===== src/rtl/bsk_prd_pkg.sv =====
// ---------------------------------------------------------------------------
// bsk_prd_pkg
// Shared definitions for the PRD command-receiver board controller:
//   - backplane register addresses
//   - ctrl register bit positions
//   - helpers that build the ID word and one status byte
// ---------------------------------------------------------------------------
package bsk_prd_pkg;

    localparam logic [3:0] ADDR_STAT0  = 4'd0;
    localparam logic [3:0] ADDR_STAT1  = 4'd1;
    localparam logic [3:0] ADDR_STAT2  = 4'd2;
    localparam logic [3:0] ADDR_STAT3  = 4'd3;
    localparam logic [3:0] ADDR_IND_LO = 4'd4;
    localparam logic [3:0] ADDR_IND_HI = 4'd5;
    localparam logic [3:0] ADDR_EVT_LO = 4'd6;
    localparam logic [3:0] ADDR_EVT_HI = 4'd7;
    localparam logic [3:0] ADDR_CTRL   = 4'd8;
    localparam logic [3:0] ADDR_ID     = 4'd9;

    localparam int CTRL_TEST_EN = 0;
    localparam int CTRL_IRQ_EN  = 1;
    localparam int CTRL_DIV_LSB = 8;

    // Status pattern returned while the board is in test mode.
    localparam logic [15:0] STAT_TEST_WORD = 16'hF0F0;

    function automatic logic [15:0] id_word(input logic [7:0] password,
                                            input logic [6:0] version,
                                            input logic       test_en);
        return {password, version, test_en};
    endfunction

    // One nibble group of filtered inputs, inverted copy in the high half.
    function automatic logic [7:0] stat_byte(input logic [3:0] filt);
        return {~filt, filt};
    endfunction

endpackage


===== src/rtl/bsk_cmd_filter.sv =====
// ---------------------------------------------------------------------------
// bsk_cmd_filter
// Single-channel debouncer: 2-flop synchroniser, run-length counter and the
// accepted (filtered) level. A new level is accepted only after FILT_LEN
// consecutive samples that differ from the current filtered level.
// Ports:
//   clk, aclr   - clock, asynchronous active-high reset
//   i_com       - raw command input
//   o_filt      - filtered level (registered)
//   o_toggle    - high in the cycle whose clock edge toggles o_filt
// ---------------------------------------------------------------------------
module bsk_cmd_filter #(
    parameter int FILT_LEN = 8,
    parameter int FILT_W   = $clog2(FILT_LEN + 1)
) (
    input  logic clk,
    input  logic aclr,
    input  logic i_com,
    output logic o_filt,
    output logic o_toggle
);

    logic              sync1_q;
    logic              sync2_q;
    logic              filt_q;
    logic              filt_d;
    logic [FILT_W-1:0] cnt_q;
    logic [FILT_W-1:0] cnt_d;
    logic              hit;

    // The FILT_LEN-th differing sample toggles the level on this edge.
    assign hit = (sync2_q != filt_q) && (cnt_q == FILT_W'(FILT_LEN - 1));

    always_comb begin
        filt_d = filt_q;
        cnt_d  = cnt_q;
        if (sync2_q == filt_q) begin
            cnt_d = '0;
        end else if (hit) begin
            cnt_d  = '0;
            filt_d = ~filt_q;
        end else begin
            cnt_d = cnt_q + FILT_W'(1);
        end
    end

    always_ff @(posedge clk or posedge aclr) begin
        if (aclr) begin
            sync1_q <= 1'b0;
            sync2_q <= 1'b0;
            filt_q  <= 1'b0;
            cnt_q   <= '0;
        end else begin
            sync1_q <= i_com;
            sync2_q <= sync1_q;
            filt_q  <= filt_d;
            cnt_q   <= cnt_d;
        end
    end

    assign o_filt   = filt_q;
    assign o_toggle = hit;

endmodule


===== src/rtl/bsk_prd_rx.sv =====
// ---------------------------------------------------------------------------
// bsk_prd_rx
// Command-receiver board controller: debounces CH_NUM command inputs,
// latches per-channel change events (W1C) with a maskable interrupt,
// exposes status/indication/event/ctrl/ID registers on the backplane bus
// and generates a programmable test frequency.
// Ports:
//   clk, aclr         - clock, asynchronous active-high reset
//   i_cs, i_a         - chip-select code and register address (raw)
//   i_rd_n, i_wr_n    - read / write strobes, active low
//   i_bl_n            - blocks the test output, active low
//   i_wdata, o_rdata  - bus write / read data
//   o_rdata_oe        - enable for the top-level bidirectional data driver
//   i_com             - raw command inputs
//   o_com_ind_n       - indication LEDs, active low
//   o_cs_n            - board selected, active low
//   o_test, o_irq     - test frequency output, interrupt request
//
// Bus protocol: reads are asynchronous -- o_rdata follows i_a combinationally
// and is driven onto the bus while cs & ~i_rd_n. A write commits once, on the
// synchronised rising edge of i_wr_n while i_cs matches; i_a, i_wdata and
// i_cs are taken raw at that moment and must be held stable from at least
// 3 clk before i_wr_n rises until the commit (3 clk after the rise).
// ---------------------------------------------------------------------------
module bsk_prd_rx #(
    parameter int         CH_NUM       = 16,
    parameter int         FILT_LEN     = 8,
    parameter int         FILT_W       = $clog2(FILT_LEN + 1),
    parameter logic [6:0] VERSION      = 7'h26,
    parameter logic [7:0] PASSWORD     = 8'hA4,
    parameter logic [3:0] CS_ADDR      = 4'b1011,
    parameter logic [7:0] TEST_DIV_DEF = 8'd4
) (
    input  logic              clk,
    input  logic              aclr,
    input  logic [3:0]        i_cs,
    input  logic [3:0]        i_a,
    input  logic              i_rd_n,
    input  logic              i_wr_n,
    input  logic              i_bl_n,
    input  logic [15:0]       i_wdata,
    output logic [15:0]       o_rdata,
    output logic              o_rdata_oe,
    input  logic [CH_NUM-1:0] i_com,
    output logic [CH_NUM-1:0] o_com_ind_n,
    output logic              o_cs_n,
    output logic              o_test,
    output logic              o_irq
);

    import bsk_prd_pkg::*;

    localparam int NWORDS = CH_NUM / 8;

    logic [CH_NUM-1:0] filt;
    logic [CH_NUM-1:0] tog;

    logic              wr_s1_q, wr_s2_q, wr_s3_q;
    logic              bl_s1_q, bl_s2_q;
    logic              cs;
    logic              commit;

    logic [CH_NUM-1:0] com_ind_q, com_ind_d;
    logic [CH_NUM-1:0] ev_q, ev_d;
    logic [CH_NUM-1:0] ev_clr;
    logic              test_en_q, test_en_d;
    logic              irq_en_q, irq_en_d;
    logic [7:0]        test_div_q, test_div_d;
    logic [7:0]        test_cnt_q, test_cnt_d;
    logic              test_clk_q, test_clk_d;
    logic              test_q;
    logic              irq_q;
    logic [7:0]        div_eff;

    logic [31:0]       filt_ext;
    logic [31:0]       com_ind_ext;
    logic [31:0]       ev_ext;
    logic [4:0]        stat_base;
    logic [15:0]       rdata;

    // ------------------------------------------------------------ filters
    for (genvar g = 0; g < CH_NUM; g++) begin : g_ch
        bsk_cmd_filter #(
            .FILT_LEN (FILT_LEN),
            .FILT_W   (FILT_W)
        ) u_filt (
            .clk      (clk),
            .aclr     (aclr),
            .i_com    (i_com[g]),
            .o_filt   (filt[g]),
            .o_toggle (tog[g])
        );
    end

    // ------------------------------------------------------- write decode
    assign cs     = (i_cs == CS_ADDR);
    // Synced wr_n 0->1 edge; wr_s3_q only serves edge detection.
    assign commit = cs & wr_s2_q & ~wr_s3_q;

    always_comb begin
        com_ind_d  = com_ind_q;
        ev_clr     = '0;
        test_en_d  = test_en_q;
        irq_en_d   = irq_en_q;
        test_div_d = test_div_q;

        // Channels 0..15 live in the low word, 16..31 in the high word.
        for (int i = 0; i < CH_NUM; i++) begin
            if (commit && (i_a == ((i < 16) ? ADDR_IND_LO : ADDR_IND_HI))) begin
                com_ind_d[i] = i_wdata[i % 16];
            end
            if (commit && (i_a == ((i < 16) ? ADDR_EVT_LO : ADDR_EVT_HI))) begin
                ev_clr[i] = i_wdata[i % 16];
            end
        end

        if (commit && (i_a == ADDR_CTRL)) begin
            test_en_d  = i_wdata[CTRL_TEST_EN];
            irq_en_d   = i_wdata[CTRL_IRQ_EN];
            test_div_d = i_wdata[CTRL_DIV_LSB +: 8];
        end
    end

    // A toggle in the same cycle as a W1C clear keeps the event.
    assign ev_d = (ev_q & ~ev_clr) | tog;

    // ------------------------------------------------------ test generator
    assign div_eff = (test_div_q == 8'd0) ? 8'd1 : test_div_q;

    always_comb begin
        test_cnt_d = test_cnt_q - 8'd1;
        test_clk_d = test_clk_q;
        if (test_cnt_q == 8'd0) begin
            test_cnt_d = div_eff - 8'd1;
            test_clk_d = ~test_clk_q;
        end
    end

    // ----------------------------------------------------------- registers
    always_ff @(posedge clk or posedge aclr) begin
        if (aclr) begin
            wr_s1_q    <= 1'b1;
            wr_s2_q    <= 1'b1;
            wr_s3_q    <= 1'b1;
            bl_s1_q    <= 1'b1;
            bl_s2_q    <= 1'b1;
            com_ind_q  <= '0;
            ev_q       <= '0;
            test_en_q  <= 1'b0;
            irq_en_q   <= 1'b0;
            test_div_q <= TEST_DIV_DEF;
            test_cnt_q <= 8'd0;
            test_clk_q <= 1'b0;
            test_q     <= 1'b0;
            irq_q      <= 1'b0;
        end else begin
            wr_s1_q    <= i_wr_n;
            wr_s2_q    <= wr_s1_q;
            wr_s3_q    <= wr_s2_q;
            bl_s1_q    <= i_bl_n;
            bl_s2_q    <= bl_s1_q;
            com_ind_q  <= com_ind_d;
            ev_q       <= ev_d;
            test_en_q  <= test_en_d;
            irq_en_q   <= irq_en_d;
            test_div_q <= test_div_d;
            test_cnt_q <= test_cnt_d;
            test_clk_q <= test_clk_d;
            test_q     <= test_clk_q & test_en_q & bl_s2_q;
            irq_q      <= irq_en_q & (|ev_q);
        end
    end

    // ----------------------------------------------------------- read path
    assign filt_ext    = 32'(filt);
    assign com_ind_ext = 32'(com_ind_q);
    assign ev_ext      = 32'(ev_q);
    assign stat_base   = {i_a[1:0], 3'b000};

    always_comb begin
        rdata = '0;
        case (i_a)
            ADDR_STAT0, ADDR_STAT1, ADDR_STAT2, ADDR_STAT3: begin
                if (32'(i_a[1:0]) < 32'(NWORDS)) begin
                    if (test_en_q) begin
                        rdata = STAT_TEST_WORD;
                    end else begin
                        rdata = {stat_byte(filt_ext[stat_base + 5'd4 +: 4]),
                                 stat_byte(filt_ext[stat_base +: 4])};
                    end
                end
            end
            ADDR_IND_LO: rdata = com_ind_ext[15:0];
            ADDR_IND_HI: rdata = com_ind_ext[31:16];
            ADDR_EVT_LO: rdata = ev_ext[15:0];
            ADDR_EVT_HI: rdata = ev_ext[31:16];
            ADDR_CTRL:   rdata = {test_div_q, 6'b000000, irq_en_q, test_en_q};
            ADDR_ID:     rdata = id_word(PASSWORD, VERSION, test_en_q);
            default:     rdata = '0;
        endcase
    end

    assign o_rdata     = rdata;
    assign o_rdata_oe  = cs & ~i_rd_n;
    assign o_cs_n      = ~cs;
    assign o_com_ind_n = ~com_ind_q;
    assign o_test      = test_q;
    assign o_irq       = irq_q;

endmodule

===== config.mk =====
export PLATFORM = sky130hd
export DESIGN_NAME = bsk_prd_rx
export DESIGN_NICKNAME = d
export VERILOG_FILES = /design/src/rtl/bsk_prd_pkg.sv /design/src/rtl/bsk_cmd_filter.sv /design/src/rtl/bsk_prd_rx.sv
export SDC_FILE = /design/constraint.sdc
export NUM_CORES = 1
export LEC_CHECK = 0
export ABC_AREA = 1
export CELL_PAD_IN_SITES_DETAIL_PLACEMENT = 0
export CELL_PAD_IN_SITES_GLOBAL_PLACEMENT = 2
export CORE_MARGIN = 8
export CORE_UTILIZATION = 35
export DETAILED_ROUTE_END_ITERATION = 7
export PLACE_DENSITY_LB_ADDON = 0.1
export SYNTH_ARGS = -nofsm -noshare
export SYNTH_HDL_FRONTEND = slang
export SYNTH_SLANG_ARGS = --single-unit

===== constraint.sdc =====
create_clock -name clk -period 8.5 [get_ports clk]
set_input_delay 2.125 -clock clk [delete_from_list [all_inputs] [get_ports clk]]
set_output_delay 2.125 -clock clk [all_outputs]
set_load 0.1 [all_outputs]

==> impl_metrics.env, run 1 <==
export IMPL_critPathMaxFanout=17
export IMPL_netSwitchingFraction=0.339
export IMPL_hold_path_end="g_ch[12].u_filt.sync2_q"
export IMPL_syn_area_per_cell_um2=9.52
export IMPL_clock_sinks=170
export IMPL_min_path_cells=0
export IMPL_synthCells=763
export IMPL_post_dp_hpwl_um=13000
export IMPL_ios=81
export IMPL_nets=913
export IMPL_synth_largest_area_cell="dfrtp_1"
export IMPL_syn_cell_area_um2=7270
export IMPL_wirelength_um=17600
export IMPL_setup_viol=0
export IMPL_place_gp_congestion=0.789
export IMPL_final_common_cell="nand2_1"
export IMPL_initial_core_util=0.358
export IMPL_detail_route_antenna_nets=0
export IMPL_crit_arrival_ns=5.04
export IMPL_hold_path_class="reg2reg"
export IMPL_post_cts_buffers=0
export IMPL_die_w_um=160
export IMPL_internal_power_uw=1620
export IMPL_cts_resized=0
export IMPL_seqPwrFrac=0.446
export IMPL_rsz0062_at_grt="no"
export IMPL_synth_nets=825
export IMPL_die_y_um=160
export IMPL_fin_crit_ns=7.16
export IMPL_die_area_um2=25600
export IMPL_drc=0
export IMPL_first_pass_iters=4
export IMPL_finalClockSkew_ns=0.00814
export IMPL_mostFrequentLayoutCells="175 x nand2_1, 164 x dfrtp_1, 109 x nor2_1"
export IMPL_total_power_uw=2450
export IMPL_r2r_end="test_cnt_q[4]"
export IMPL_via_count=5117
export IMPL_viasPerCell=4.51
export IMPL_io_buffers=80
export IMPL_p_comb_frac=0.227
export IMPL_synth_seq_area_share=0.586
export IMPL_grt_max_degree=99
export IMPL_path_clk_slew_ns=0.07
export IMPL_reg2reg_slack_ns=6.46
export IMPL_dr_wl_met2_um=8290
export IMPL_clockPowerShare=0.327
export IMPL_final_max_slew_viol_count=0
export IMPL_async_flop_share=1.00
export IMPL_grt_pass1_wl_um=29200
export IMPL_reg2reg_from="test_cnt_q[1]"
export IMPL_switchingPower_uw=831
export IMPL_htreeDepth=4
export IMPL_clock_fmax_mhz=140
export IMPL_drv_cap=0
export IMPL_wl_met1_um=8510
export IMPL_p_leak_uw=0.00415
export IMPL_synth_area_leaders="dfrtp_1 56%, nand2_1 9.0%, nor2_1 5.6%"
export IMPL_fin_setup_tns_ns=0
export IMPL_yosys_most_used_dff="dfrtp_1"
export IMPL_yosysWarnings=0
export IMPL_critPathRequiredTime_ns=6.38
export IMPL_first_global_vias=5261
export IMPL_ir_drop_v=0.000124
export IMPL_clk_latency_ns=0.43
export IMPL_hp_start="g_ch[12].u_filt.sync1_q"
export IMPL_antenna_cells=0
export IMPL_cts_buffer_depth=2
export IMPL_rows=52
export IMPL_drive_above_1_share=0.0914
export IMPL_cts_buffers=17
export IMPL_ctsRootBufferMaster="clkbuf_16"
export IMPL_period_share=0.843
export IMPL_highest_signal_layer="met4"
export IMPL_syn_to_final_growth_pct=23.0
export IMPL_r2r_cells=11
export IMPL_drt_first_iter_violations=271
export IMPL_cp_end_kind="output port"
export IMPL_holdBufCountCts=0
export IMPL_relSlewSlack=0.331
export IMPL_grt_overflow=0
export IMPL_cp_start_kind="input pin"
export IMPL_synth_edf_count=0
export IMPL_synth_cell_types=33
export IMPL_worstMarginPinSlew_ns=1.00
export IMPL_ys_ff_latch=170
export IMPL_core_area_um2=20300
export IMPL_synth_top_cell_area_share=0.565
export IMPL_power_density_nw_per_um2=274
export IMPL_wl_per_cell_um=15.5
export IMPL_status="finished clean"
export IMPL_antenna_found_initial=0
export IMPL_cts_tree="yes"
export IMPL_crit_type="in2out"
export IMPL_finalHoldViolations=0
export IMPL_route_met3_wl_um=623
export IMPL_grt_usage=0.146
## flip-flops by register name (all words and copies together) (netlist names), 8 cells and up
signal,flops
com_ind_q,16
ev_q,16
g_ch.u_filt.cnt_q,64
g_ch.u_filt.o_filt,16
g_ch.u_filt.sync1_q,16
g_ch.u_filt.sync2_q,16
test_cnt_q,8
test_div_q,8
## logic make-up (layout without fill, tap and decap cells)
kind of cell	after synthesis	count (layout)	share of synthesized area
adder cells (fa/ha/maj)	17	17	0.0293
AO/OA/AOI/OAI	85	85	0.0735
multiplexers	2	2	0.00310
flip-flops	170	170	0.586
AND/OR/NAND/NOR	341	341	0.197
XOR/XNOR	43	43	0.0518
buffers and inverters	105	206	0.0592
## cells in the mapped netlist, types with 9 or more instances
library cell,instances
a21oi_1,9
buf_2,9
dfrtp_1,164
ha_1,17
inv_1,87
nand2_1,175
nand3_1,29
nor2_1,109
o2111ai_1,13
o21ai_0,13
o21ai_1,33
o21ai_2,10
xnor2_1,20
xor2_1,23
## stage by stage
stage	cells	cell area, um2	hold slack, ns	utilization	setup slack, ns
CTS	1134	8940	0.351	0.440	1.33
global placement	1102	8330	0.331	0.411	1.40
detailed placement	1102	8330	0.335	0.411	1.34
floorplan	763	7270	0.331	-	1.78
finish	1134	8940	0.349	0.440	1.34
global route	1134	8940	0.354	0.440	1.17
## worst max-delay path, stage by stage
cell and delay [ns]:
clkdlybuf4s50_1 0.76, nor2_4 0.29, nand2_2 0.16, inv_2 0.23
nand2_1 0.08, o2111ai_1 0.16, clkdlybuf4s50_1 1.22
## final cells by class
class	count	area, um2
well taps	270	338
repair buffers	81	803
clock buffers	17	425
fillers	1970	11400
inverters	93	357
flip-flops and latches	170	4260
multi-input cells	488	2570
clock inverters	15	181
## power by group through the flow
stage / logic, uW / registers (uW) / clock network [uW]
after floorplan: 441 / 1070 / 0
after global placement: 553 / 1100 / 0
after detailed placement: 562 / 1110 / 0
after CTS: 565 / 1100 / 827
after global routing: 645 / 1110 / 863
final: 555 / 1090 / 801
## metal layers
layer  up-vias  GRT usage
li1       2578          -
met1      2443      0.193
met2        82      0.228
met3        14     0.0357
met4         0     0.0510
met5         -          0
## worst max-delay path by stage
stage               slack [ns]            to   start
global route              1.17    o_rdata[2]  i_a[0]
CTS                       1.33    o_rdata[0]  i_a[0]
detailed placement        1.34   o_rdata[15]  i_a[0]
global placement          1.40    o_rdata[0]  i_a[0]
finish                    1.34    o_rdata[0]  i_a[0]
floorplan                 1.78  com_ind_q[0]    aclr
No activity file was read; power rests on OpenSTA's default activity.
==> inputs of run 2 (changes only) <==
--- a/config.mk
+++ b/config.mk
@@ -9,7 +9,7 @@
 export CELL_PAD_IN_SITES_DETAIL_PLACEMENT = 0
 export CELL_PAD_IN_SITES_GLOBAL_PLACEMENT = 2
 export CORE_MARGIN = 8
-export CORE_UTILIZATION = 35
+export CORE_UTILIZATION = 32
 export DETAILED_ROUTE_END_ITERATION = 7
 export PLACE_DENSITY_LB_ADDON = 0.1
 export SYNTH_ARGS = -nofsm -noshare
==> constraint.sdc (replaced) <==
create_clock -name clk -period 6.4 [get_ports clk]
set_input_delay 1.6 -clock clk [delete_from_list [all_inputs] [get_ports clk]]
set_output_delay 1.6 -clock clk [all_outputs]
set_load 0.1 [all_outputs]
==> run 2 against run 1 <==
Against the previous run: largest cell class unchanged; routed wire length increased by 3.2%; sequential power increased by 33%; global-route usage is 0.89 points lower; critical path type unchanged; highest routed layer unchanged; total power is 35% higher; utilization down 4.1 points.
==> impl_metrics.env, run 2 (synthesis gave the netlist of run 1 again) <==
export IMPL_crit_type="in2out"
export IMPL_ios=81
export IMPL_detail_route_antenna_nets=0
export IMPL_setup_ws_ns=1.08
export IMPL_finalHoldViolations=0
export IMPL_cts_buffer_depth=2
export IMPL_drc=0
export IMPL_grt_pass1_wl_um=29600
export IMPL_first_global_vias=5496
export IMPL_place_gp_congestion=0.787
export IMPL_setup_viol=0
export IMPL_antenna_cells=0
export IMPL_total_power_uw=3310
export IMPL_largest_register="g_ch.u_filt.cnt_q"
export IMPL_cts_tree="yes"
export IMPL_dp_slack_ns=1.11
export IMPL_die_w_um=167
export IMPL_critPathRequiredTime_ns=4.80
export IMPL_fin_setup_tns_ns=0
export IMPL_first_pass_iters=4
export IMPL_cp_start_kind="input pin"
export IMPL_reg2reg_slack_ns=4.24
export IMPL_syn_to_final_growth_pct=23.3
export IMPL_rows=55
export IMPL_critPathMaxFanout=17
export IMPL_hold_ws_ns=0.348
export IMPL_status="finished clean"
export IMPL_period_share=0.832
export IMPL_clk_latency_ns=0.42
export IMPL_ir_drop_v=0.000146
export IMPL_drv_cap=0
export IMPL_io_buffers=80
export IMPL_mostFrequentLayoutCells="175 x nand2_1, 164 x dfrtp_1, 109 x nor2_1"
export IMPL_wl_per_cell_um=15.8
export IMPL_rsz0062_at_grt="no"
export IMPL_wirelength_um=18200
export IMPL_worstMarginPinSlew_ns=1.00
export IMPL_largest_reg_flops=64
export IMPL_crit_arrival_ns=3.72
export IMPL_clock_sinks=170
export IMPL_fillers=2221
export IMPL_fin_crit_ns=5.32
export IMPL_hold_path_class="reg2reg"
export IMPL_final_common_cell="nand2_1"
export IMPL_final_util=0.399
export IMPL_relSlewSlack=0.331
export IMPL_grt_overflow=0
export IMPL_clock_fmax_mhz=188
export IMPL_initial_core_util=0.324
export IMPL_post_cts_buffers=0
export IMPL_via_count=5192
export IMPL_drive_above_1_share=0.109
export IMPL_power_density_nw_per_um2=369
export IMPL_core_area_um2=22400
export IMPL_p_leak_uw=0.00420
export IMPL_cts_resized=0
export IMPL_grt_usage=0.137
export IMPL_drt_first_iter_violations=328
export IMPL_nets=913
export IMPL_die_area_um2=27800
export IMPL_antenna_found_initial=0
export IMPL_die_y_um=167
export IMPL_ctsRootBufferMaster="clkbuf_16"
export IMPL_grt_max_degree=112
export IMPL_finalClockSkew_ns=0.0107
export IMPL_post_dp_hpwl_um=13700
export IMPL_cp_end_kind="output port"
export IMPL_path_clk_slew_ns=0.07
export IMPL_viasPerCell=4.52
export IMPL_final_max_slew_viol_count=0
export IMPL_cts_buffers=17
export IMPL_htreeDepth=4
export IMPL_holdBufCountCts=0
==> run 2: cell types whose count changed in the layout (fill, tap and decap cells not counted), sizes merged <==
cell           before  now
buf                 3   19
clkdlybuf4s50      78   62
inv                98   97
bufinv              2    4
clkinvlp            4    3
clkinv              4    3
==> run 2: where the power goes <==
group          switching, uW  total, uW  internal [uW]
registers                169       1450           1280
clock network            448       1110            662
logic                    470        743            273
==> run 2: area by class of cell <==
cell class,instances,area [um2],share of cell area
clock buffer,17,425,0.0475
clock inverter,14,209,0.0233
inverter,93,357,0.0398
multi-input combinational,488,2570,0.287
sequential,170,4260,0.476
tap,285,357,0.0398
timing repair buffer,81,776,0.0866
==> run 2: per-stage QoR <==
stage,cell area [um2],instances
finish,8960,1148
global route,8960,1148
CTS,8960,1148
detailed placement,8330,1117
global placement,8330,1117
floorplan,7270,763
==> run 2: final timing paths <==
path / from / to / depth (start not counted)
worst max-delay path: i_a[0] / o_rdata[7] / 7
worst min-delay path: g_ch[12].u_filt.sync1_q / g_ch[12].u_filt.sync2_q / 0
worst max register to register: wr_s2_q / test_div_q[4] / 5
worst min register to register: g_ch[12].u_filt.sync1_q / g_ch[12].u_filt.sync2_q / 0
max in group asynchronous: aclr / test_div_q[2] / 3
min in group asynchronous: aclr / g_ch[11].u_filt.sync1_q / 2
==> run 2: critical path, cell delays in order <==
cell             delay [ns]
clkdlybuf4s50_1        0.93
nor2_2                 0.09
nand2_2                0.16
clkinv_2               0.22
a22oi_1                0.23
o21ai_0                0.19
buf_4                  0.28
==> run 2: layer usage <==
layer / share of wire / GRT usage
met1: 0.46 / 0.171
met2: 0.49 / 0.231
met3: 0.043 / 0.0397
met4: 0.0044 / 0.0325
met5: 0 / 0
==> inputs of run 3 (changes only) <==
--- a/config.mk
+++ b/config.mk
@@ -9,7 +9,7 @@
 export CELL_PAD_IN_SITES_DETAIL_PLACEMENT = 0
 export CELL_PAD_IN_SITES_GLOBAL_PLACEMENT = 2
 export CORE_MARGIN = 8
-export CORE_UTILIZATION = 32
+export CORE_UTILIZATION = 35
 export DETAILED_ROUTE_END_ITERATION = 7
 export PLACE_DENSITY_LB_ADDON = 0.1
 export SYNTH_ARGS = -nofsm -noshare
==> constraint.sdc (replaced) <==
create_clock -name clk -period 5.2 [get_ports clk]
set_input_delay 1.3 -clock clk [delete_from_list [all_inputs] [get_ports clk]]
set_output_delay 1.3 -clock clk [all_outputs]
set_load 0.1 [all_outputs]
==> run 3 against run 2 <==
Against the previous run: critical path depth unchanged; sequential cell count unchanged; routed wire length decreased by 3.9%; register-to-register slack got worse by 1.1 ns; global-route usage increased by 0.80 points; clock skew increased by 0.00053 ns; final area increased by 1.5%; sequential power increased by 23%; critical endpoint is now o_rdata[2]; clock power increased by 14%; first-iteration DRC count increased by 2.1%.
==> impl_metrics.env, run 3 (synthesis gave the netlist of run 1 again) <==
export IMPL_clock_sinks=170
export IMPL_drive_above_1_share=0.111
export IMPL_final_common_cell="nand2_1"
export IMPL_ios=81
export IMPL_grt_usage=0.145
export IMPL_period_share=0.874
export IMPL_critPathMaxFanout=11
export IMPL_final_max_slew_viol_count=0
export IMPL_finalClockSkew_ns=0.0113
export IMPL_fin_setup_tns_ns=0
export IMPL_holdBufCountCts=0
export IMPL_die_w_um=160
export IMPL_antenna_found_initial=0
export IMPL_cts_tree="yes"
export IMPL_grt_max_degree=171
export IMPL_seqPwrFrac=0.448
export IMPL_core_area_um2=20300
export IMPL_mostFrequentLayoutCells="175 x nand2_1, 164 x dfrtp_1, 109 x nor2_1"
export IMPL_regArea_um2=4260
export IMPL_viasPerCell=4.55
export IMPL_p_leak_uw=0.00423
export IMPL_netSwitchingFraction=0.342
export IMPL_critPathRequiredTime_ns=3.90
export IMPL_path_clk_slew_ns=0.07
export IMPL_largest_reg_flops=64
export IMPL_io_buffers=80
export IMPL_die_y_um=160
export IMPL_first_global_vias=5378
export IMPL_syn_to_final_growth_pct=25.2
export IMPL_clock_fmax_mhz=220
export IMPL_ctsRootBufferMaster="clkbuf_16"
export IMPL_multi_input_area_um2=2570
export IMPL_die_area_um2=25600
export IMPL_detail_route_antenna_nets=0
export IMPL_grt_pass1_wl_um=29200
export IMPL_fillers=1982
export IMPL_relSlewSlack=0.278
export IMPL_htreeDepth=4
export IMPL_finalHoldViolations=0
export IMPL_dr_wl_met2_um=8300
export IMPL_hold_path_class="reg2reg"
export IMPL_initial_core_util=0.358
export IMPL_first_pass_iters=4
export IMPL_drc=0
export IMPL_wirelength_um=17500
export IMPL_antenna_cells=0
export IMPL_worstMarginPinSlew_ns=1.08
export IMPL_wl_met1_um=8460
export IMPL_route_met3_wl_um=522
export IMPL_switchingPower_uw=1360
export IMPL_cp_end_kind="output port"
export IMPL_highest_signal_layer="met4"
export IMPL_place_gp_congestion=0.799
export IMPL_via_count=5164
export IMPL_fin_crit_ns=4.55
export IMPL_p_comb_frac=0.236
export IMPL_clk_latency_ns=0.43
export IMPL_post_dp_hpwl_um=12900
export IMPL_cts_buffer_depth=2
export IMPL_nets=914
export IMPL_largest_register="g_ch.u_filt.cnt_q"
export IMPL_power_density_nw_per_um2=438
export IMPL_rsz0062_at_grt="no"
export IMPL_internal_power_uw=2620
export IMPL_crit_type="in2out"
export IMPL_total_power_uw=3990
export IMPL_setup_viol=0
export IMPL_cts_resized=0
export IMPL_drt_first_iter_violations=335
export IMPL_ir_drop_v=0.000202
export IMPL_post_cts_buffers=0
export IMPL_rows=52
export IMPL_wl_per_cell_um=15.4
export IMPL_clockPowerShare=0.316
export IMPL_crit_arrival_ns=3.25
export IMPL_grt_overflow=0
export IMPL_cp_start_kind="input pin"
export IMPL_status="finished clean"
export IMPL_cts_buffers=17
export IMPL_drv_cap=0
## run 3: changes by cell type in the layout (fill, tap and decap cells not counted)
cell,previous run,this run
buf_12,1,17
buf_4,18,3
bufinv_16,4,1
clkinv_2,2,3
clkinv_4,1,2
inv_8,2,4
## run 3: through the flow
step	util	setup WS (ns)	cell area (um2)	cells	hold slack, ns
2_1_floorplan	-	0.129	7270	763	0.331
3_3_place_gp	0.419	0.679	8510	1103	0.334
3_5_place_dp	0.419	0.659	8510	1103	0.335
4_1_cts	0.448	0.650	9090	1135	0.347
5_1_grt	0.448	0.485	9090	1135	0.357
6_report	0.448	0.653	9090	1135	0.344
## run 3: power by group through the flow
stage	combinational, uW	clock, uW	sequential, uW
after floorplan	721	0	1750
after global placement	939	0	1810
after detailed placement	954	0	1820
after CTS	958	1300	1790
after global routing	1090	1350	1830
final	941	1260	1790
## run 3: routing by layer
metal	track usage	vias up
met5	0	-
met1	0.189	2480
met4	0.0489	0
met2	0.234	81
met3	0.0319	12
li1	-	2591
## run 3: worst paths after layout
kind                                    startpoint                       to  slack [ns]  cells past startpoint
max                                         i_a[0]               o_rdata[2]        0.65                      7
min                        g_ch[15].u_filt.sync1_q  g_ch[15].u_filt.sync2_q        0.34                      0
max reg2reg                                wr_s2_q            test_div_q[3]        3.10                      5
min reg2reg                g_ch[15].u_filt.sync1_q  g_ch[15].u_filt.sync2_q        0.34                      0
max in group asynchronous                     aclr            test_div_q[1]        2.91                      3
min in group asynchronous                     aclr  g_ch[11].u_filt.sync1_q        1.37                      3
## run 3: area by class of cell
| type | count | area share |
|---|---|---|
| sequential | 170 | 0.469 |
| multi-input combinational | 488 | 0.283 |
| timing repair buffer | 82 | 0.108 |
| clock buffer | 17 | 0.0468 |
| inverter | 93 | 0.0391 |
| tap | 270 | 0.0371 |
| clock inverter | 15 | 0.0172 |
## run 3: worst max-delay path: stages
cell and delay [ns]:
clkdlybuf4s50_1 0.76, buf_4 0.23, nand2_1 0.06, nor2_1 0.31, inv_2 0.09, o2111ai_1 0.25
buf_12 0.24
